===== config.mk =====
export PLATFORM = sky130hd
export DESIGN_NAME = svo_tmds_gearbox
export DESIGN_NICKNAME = d
export VERILOG_FILES = /design/src/rtl/svo_tmds_gearbox.sv
export SDC_FILE = /design/constraint.sdc
export NUM_CORES = 1
export LEC_CHECK = 0
export CAP_MARGIN = 10
export CORE_MARGIN = 2
export CORE_UTILIZATION = 55
export DETAILED_ROUTE_END_ITERATION = 6
export DONT_BUFFER_PORTS = 1
export GPL_ROUTABILITY_DRIVEN = 0
export PLACE_DENSITY = 0.74
export SLEW_MARGIN = 20
export SYNTH_ARGS = -nofsm -noshare
export SYNTH_HDL_FRONTEND = slang
export SYNTH_SLANG_ARGS = --single-unit
export TNS_END_PERCENT = 10

===== constraint.sdc =====
create_clock -name clk -period 1.19 [get_ports clk]
set_input_delay 0.238 -clock clk [delete_from_list [all_inputs] [get_ports clk]]
set_output_delay 0.238 -clock clk [all_outputs]
set_load 0.01 [all_outputs]

===== src/rtl/svo_tmds_gearbox.sv =====
// TMDS 10:2 gearbox for a 5x-rate DDR serializer: one-deep word holding register,
// TOKEN insertion on underrun, sticky flags. Define SVO_TMDS_GEARBOX_CLKCH_EN to add out_clk.
module svo_tmds_gearbox #(
    parameter logic [9:0] TOKEN = 10'b1101010100
) (
    input  logic       clk,
    input  logic       resetn,
    input  logic       in_valid,
    input  logic [9:0] in_data0,
    input  logic [9:0] in_data1,
    input  logic [9:0] in_data2,
    output logic [1:0] out_data0,
    output logic [1:0] out_data1,
    output logic [1:0] out_data2,
`ifdef SVO_TMDS_GEARBOX_CLKCH_EN
    output logic [1:0] out_clk,
`endif
    output logic       underrun,
    output logic       overrun,
    input  logic       clear_flags
);

    logic [2:0]       phase_q, phase_d;
    logic [2:0][9:0]  shift_q, shift_d;
    logic [2:0][9:0]  hold_q, hold_d;
    logic [2:0][1:0]  out_q, out_d;
    logic [2:0][9:0]  din;
    logic             full_q, full_d;
    logic             started_q, started_d;
    logic             underrun_q, underrun_d;
    logic             overrun_q, overrun_d;
    logic             reload, capture, under_ev, over_ev;

    assign din = {in_data2, in_data1, in_data0};

    always_comb begin
        reload  = (phase_q == 3'd4);
        phase_d = reload ? 3'd0 : phase_q + 3'd1;
        // A word arriving on a reload edge with an empty holder goes straight to the shifter.
        capture = in_valid && !(reload && !full_q);
        shift_d = shift_q;
        out_d   = out_q;
        for (int c = 0; c < 3; c++) begin
            out_d[c] = shift_q[c][1:0];
            if (reload) begin
                if (full_q)        shift_d[c] = hold_q[c];
                else if (in_valid) shift_d[c] = din[c];
                else               shift_d[c] = TOKEN;
            end else begin
                shift_d[c] = {2'b00, shift_q[c][9:2]};
            end
        end
        hold_d    = capture ? din : hold_q;
        full_d    = capture ? 1'b1 : (reload ? 1'b0 : full_q);
        started_d = started_q | in_valid;
        under_ev  = reload && !full_q && !in_valid && started_q;
        over_ev   = in_valid && full_q && !reload;
        underrun_d = under_ev | (underrun_q & ~clear_flags);
        overrun_d  = over_ev  | (overrun_q  & ~clear_flags);
    end

    always_ff @(posedge clk) begin
        if (!resetn) begin
            phase_q    <= 3'd0;
            shift_q    <= {3{TOKEN}};
            hold_q     <= '0;
            out_q      <= '0;
            full_q     <= 1'b0;
            started_q  <= 1'b0;
            underrun_q <= 1'b0;
            overrun_q  <= 1'b0;
        end else begin
            phase_q    <= phase_d;
            shift_q    <= shift_d;
            hold_q     <= hold_d;
            out_q      <= out_d;
            full_q     <= full_d;
            started_q  <= started_d;
            underrun_q <= underrun_d;
            overrun_q  <= overrun_d;
        end
    end

    assign out_data0 = out_q[0];
    assign out_data1 = out_q[1];
    assign out_data2 = out_q[2];
    assign underrun  = underrun_q;
    assign overrun   = overrun_q;

`ifdef SVO_TMDS_GEARBOX_CLKCH_EN
    logic [1:0] clk_q, clk_d;

    // Clock channel is 10'b1111100000 LSB-first, indexed by the pair being registered.
    always_comb begin
        clk_d = 2'b00;
        case (phase_q)
            3'd2:       clk_d = 2'b10;
            3'd3, 3'd4: clk_d = 2'b11;
            default:    clk_d = 2'b00;
        endcase
    end

    always_ff @(posedge clk) begin
        if (!resetn) clk_q <= 2'b00;
        else         clk_q <= clk_d;
    end

    assign out_clk = clk_q;
`endif

endmodule

After elaboration in Yosys (flattened, before gate mapping)
Cells that the tools add are included.
Widths: inputs -> output; s select.
Storage, ports and cells
  memory bits (read-only): 0
  word-level logic and storage cells: 46
  RAM bits: 0
  memories: 0
  bits in latches: 0
  bits of input ports: 34
  output and inout port bits: 8
  bits in registers: 73
Cells by class
  add/sub/neg operators: 1
  $lt $le $gt $ge: 0
  equal/unequal tests: 1
  shifts and indexed selects: 0
  reduce and logical (&&, ||, !) cells: 12
  mux-type cells: 11
  bitwise operators: 7
  div/mod/pow operators: 0
  $mul: 0
Operators by type and width (number)
  $mux 10: 9
  $logic_and 1x1->1: 6
  $logic_not 1->1: 4
  $add 3x1->3 const B: 1
  $eq 3x3->1 const B: 1
  $or 1x1->1: 3
  $and 1x1->1: 2
  $mux 1: 2
  $not 1->1: 2
  $reduce_bool 2->1: 1
  $reduce_or 2->1: 1

Longest topological paths before layout
  word-level depth: 5
  mapped depth: 7
  depth with buffers taken out: 5

Worst setup path after synthesis
OpenSTA, ideal clock, no wires.
  path kind: reg-to-reg
  start: register phase_q[0]
  end: register shift_q[3] in the netlist's numbering
  cell stages (with the launch flop): 8
  path slack: -0.064 ns
  path buffers: 2
  required time: 1.067 ns
  period minus slack after synthesis: 1.254 ns
  data arrival time: 1.131 ns
  setup time: 0.123 ns
  cells stage by stage: dfxtp_1 inv_1 ha_1 nand2_2 buf_6 buf_6 a221oi_1 nor2_1
On the way
  cells in the longest elaborated chain, start to end: 2
RTL lines
  from (decl): line 23  | logic [2:0] phase_q, phase_d;
  from (signal assigned): line 73  | phase_q <= phase_d;
  $eq 3x3->1: line 37  | reload = (phase_q == 3'd4);
  $mux 10: line 45  | if (reload) begin
  to (signal assigned): line 65  | shift_q <= {3{TOKEN}};
  to (signal assigned): line 74  | shift_q <= shift_d;
  to (decl): line 24  | logic [2:0][9:0] shift_q, shift_d;
No other way between the ends.
A chain may end at the register's enable or synchronous reset.

Worst setup path after layout
  start: register phase_q[0]
  end: register hold_q[7] in the netlist's numbering
On the way
  cells in the longest elaborated chain, start to end: 4
RTL lines
  $eq 3x3->1: line 37
  $logic_and 1x1->1: line 40  | capture = in_valid && !(reload && !full_q);
  $logic_not 1->1: line 40
  $logic_and 1x1->1: line 40
  to (signal assigned): line 75  | hold_q <= hold_d;
  to (decl): line 25  | logic [2:0][9:0] hold_q, hold_d;
No other way between the ends.

==> results by group <==
Die
  – Initial Util: a little under three fifths
  – # IOs: between 40 and 50
  – # rows: 26
  – Die footprint: ~0.006 sq mm
  – Core area: 0.005107 sq mm
  – Die X: about 77 um
  – Die Ht: 76.85 um

Synthesis
  – Largest family of logic cells by synthesized area: simple AND/OR/NAND/NOR gates
  – Post-synthesis mux area share: 10.63%
  – Seq/Total Area, Yosys: 50.06%
  – Post-Synth Simple-Gate Area: about 18%
  – Syn Nets: 346
  – Adder-cell share of the synthesized area: 0.8573%
  – Count leader, synth: dfxtp_1
  – Main synth FF type: dfxtp_1
  – Yosys warning total: 0
  – Post-synth top cells: dfxtp_1 (73), nand2_1 (70), mux2i_1 (31), o21ai_0 (27), nor2_1 (17)
  – Synth top area share: between 50% and 60%
  – Post-Synthesis Cells: between 300 and 400
  – Syn Area/Cell: between 9 and 10 sq um
  – Top cells by area, synth: dfxtp_1 (50%), mux2i_1 (11%), nand2_1 (9.0%)
  – Synth area leader: dfxtp_1
  – XOR/XNOR Fraction of Synth Area: 0%
  – Ys async rst share: 0%
  – Flops & latches, synth: 73
  – Synth Area in Compound Gates: ~14%
  – Synth unique cells: 27
  – Mapped Area: between 0.002 and 0.003 sq mm
  – Number of flops mapped to enable cells by yosys: 0

Cells and area
  – Share of cells above drive strength 1: between 10% and 20%
  – Post-route cell area: approximately 0.0032 sq mm
  – Nets: 348
  – Area Overhead vs Synth: 11.06%
  – Diode count: 0

Drt
  – Pre-antenna DRT Iters: 4
  – Average vias per placed instance: 5.547
  – Total wire length: about 5.7 mm
  – Final ANT Viol Nets: 0
  – Initial drt markers: 138
  – DRC viols: 0
  – DR vias: ~2100
  – Wire per inst: 14.95 um

Critical path
  – CP Launch Type: flip-flop
  – CP endpoint kind: flip-flop
  – CP arrival: between 1.5 and 2 ns
  – Peak fanout along the critical path: 15
  – Crit path largest cell delay: about 0.32 ns
  – Setup CP Type: reg -> reg
  – Data required, critical path: between 1 and 1.5 ns
  – Slowest CP cell: dfxtp_2
  – Crit-path cells: inv_2 -> ha_4 -> buf_6 -> nand2_4 -> o21ai_4 -> buf_12 -> mux2i_1

Global routing
  – First-pass GRT wire length: ~9.5 mm
  – Initial antenna violation count: 0
  – GRT Util Overall: between 20% and 30%
  – GR Overflow Total: 0
  – Largest net degree at the start of global routing: between 80 and 90
  – Vias in the first global route: 2052

STA
  – Fmax achieved: about 730 MHz
  – Tightest Pin Transition: between 0.6 and 0.7 ns
  – Setup TNS: -7.264 ns
  – Final Hold Viols: 0
  – Fin crit share: 114.9%
  – Rel. slew slack: roughly 56%
  – Final Skew: 0.007201 ns
  – WHS: 0.02435 ns
  – Pins over their slew limit: 0
  – Min setup slack post-route: -0.1770 ns
  – Final setup vio count: 64
  – RSZ-0062 raised after global routing: yes
  – Final min period: roughly 1.4 ns

Clock network
  – Root buffer cell: clkbuf_8
  – Max Buffers Root-to-Sink: 2
  – CTS tree: yes
  – Max H-tree Level: 3
  – Inserted Clock Buffers: 9
  – Reg clk slew, reported paths: 0.07 ns
  – Clock sink count: 73
  – Clk_lat worst skew: ~0.34 ns

Power and ir drop
  – Maximum VDD drop: approximately 0.93 mV
  – LEAKAGE: 1.383 nW
  – Pwr/cell area: 1491 mW/mm^2

Placement
  – # port buffers: 0
  – Hpwl dp: between 3 and 4 mm
  – Placed Area: roughly 0.003 sq mm
  – DP Worst Slack: -0.2048 ns

Worst hold path
  – Hold WC Path Type: in -> reg

Outcome
  – Failing checks: negative setup slack
  – Status: finished, violations left

Job
  – Maxcap violations: 0
-- sequential cells by signal (all words and copies together), names as in the netlist, 2 cells and up --
signal and count:
hold_q 30, out_d 6, out_data0 2, out_data1 2, out_data2 2, phase_q 3
shift_q 24
-- placed cells by master (no fill, tap or decap), drive strengths merged --
master and instances:
nor2 17, buf 16, nand2b 1, a21boi 1, and2 7, and3 2, nor3b 6, a32oi 2
nand2 71, a221oi 15, dfxtp 73, inv 4, clkbuf 13, ha 2, dlygate4sd3 2, nor2b 4
mux2i 31, o21a 1, o21ai 28, o221ai 9, nand3 9
-- per-layer routing --
metal / global-route usage [%] / vias to the layer above / wire length [um]
met5: 0 / - / 0
met2: 33.51 / 50 / 2684
met4: 11.45 / 0 / 156
li1: - / 1070 / -
met1: 24.18 / 997 / 2583
met3: 6.706 / 13 / 316
-- path summary, 6_finish.rpt --
kind                                  from           end  slack, ns  cells past startpoint
worst max-delay path            phase_q[0]     hold_q[7]      -0.18                      7
worst max register to register  phase_q[0]     hold_q[7]      -0.18                      7
worst min register to register    out_d[2]  out_data1[0]       0.43                      1
worst min-delay path                resetn  out_data1[1]       0.02                      1
-- kinds of logic (layout without fill, tap and decap cells) --
logic type                 count (synthesis)  count (layout)
and+or+nand+nor                          117             117
DFF                                       73              73
AOI/OAI and AO/OA                         56              56
muxes                                     31              31
buffers and inverters                     31              35
adders and majority gates                  2               2
-- area by class of cell --
class	instances	area (sq um)
Clock buffer	13	168.9
Fill cell	441	1866
Inverter	4	15.01
Multi-Input combinational cell	206	1330
Sequential cell	73	1464
Tap cell	70	87.58
Timing Repair Buffer	18	176.4
-- power by group --
group	internal, W	switching (W)	total, W
registers	0.00260	0.0000759	0.00268
logic	0.000221	0.000233	0.000454
clock network	0.000895	0.000810	0.00171
-- worst max-delay path, delay by kind of cell (launching register included) --
family | cells | cell delay (ns)
fa+ha+maj | 1 | 0.13
flops | 1 | 0.32
mux | 1 | 0.20
compound gates | 1 | 0.22
simple gates | 1 | 0.06
buf+inv | 3 | 0.36
-- stage by stage --
| stage | util [%] | cells | power (W) |
|---|---|---|---|
| finish | 63.47 | 384 | 0.004835 |
| floorplan | - | 310 | 0.003085 |
| CTS | 64.40 | 386 | 0.004906 |
| global placement | 58.97 | 365 | 0.003117 |
| global route | 63.47 | 384 | 0.005035 |
| detailed placement | 58.97 | 365 | 0.003136 |
-- repair_timing --
action	in CTS	in global routing
hold endpoints to repair	16	0
setup endpoints to repair	65	65
hold buffers	2	0
resized for setup	21	1
pin swaps	5	2
buffers inserted	5	0
cloned	1	0
Power figures use the tool's default switching activity.
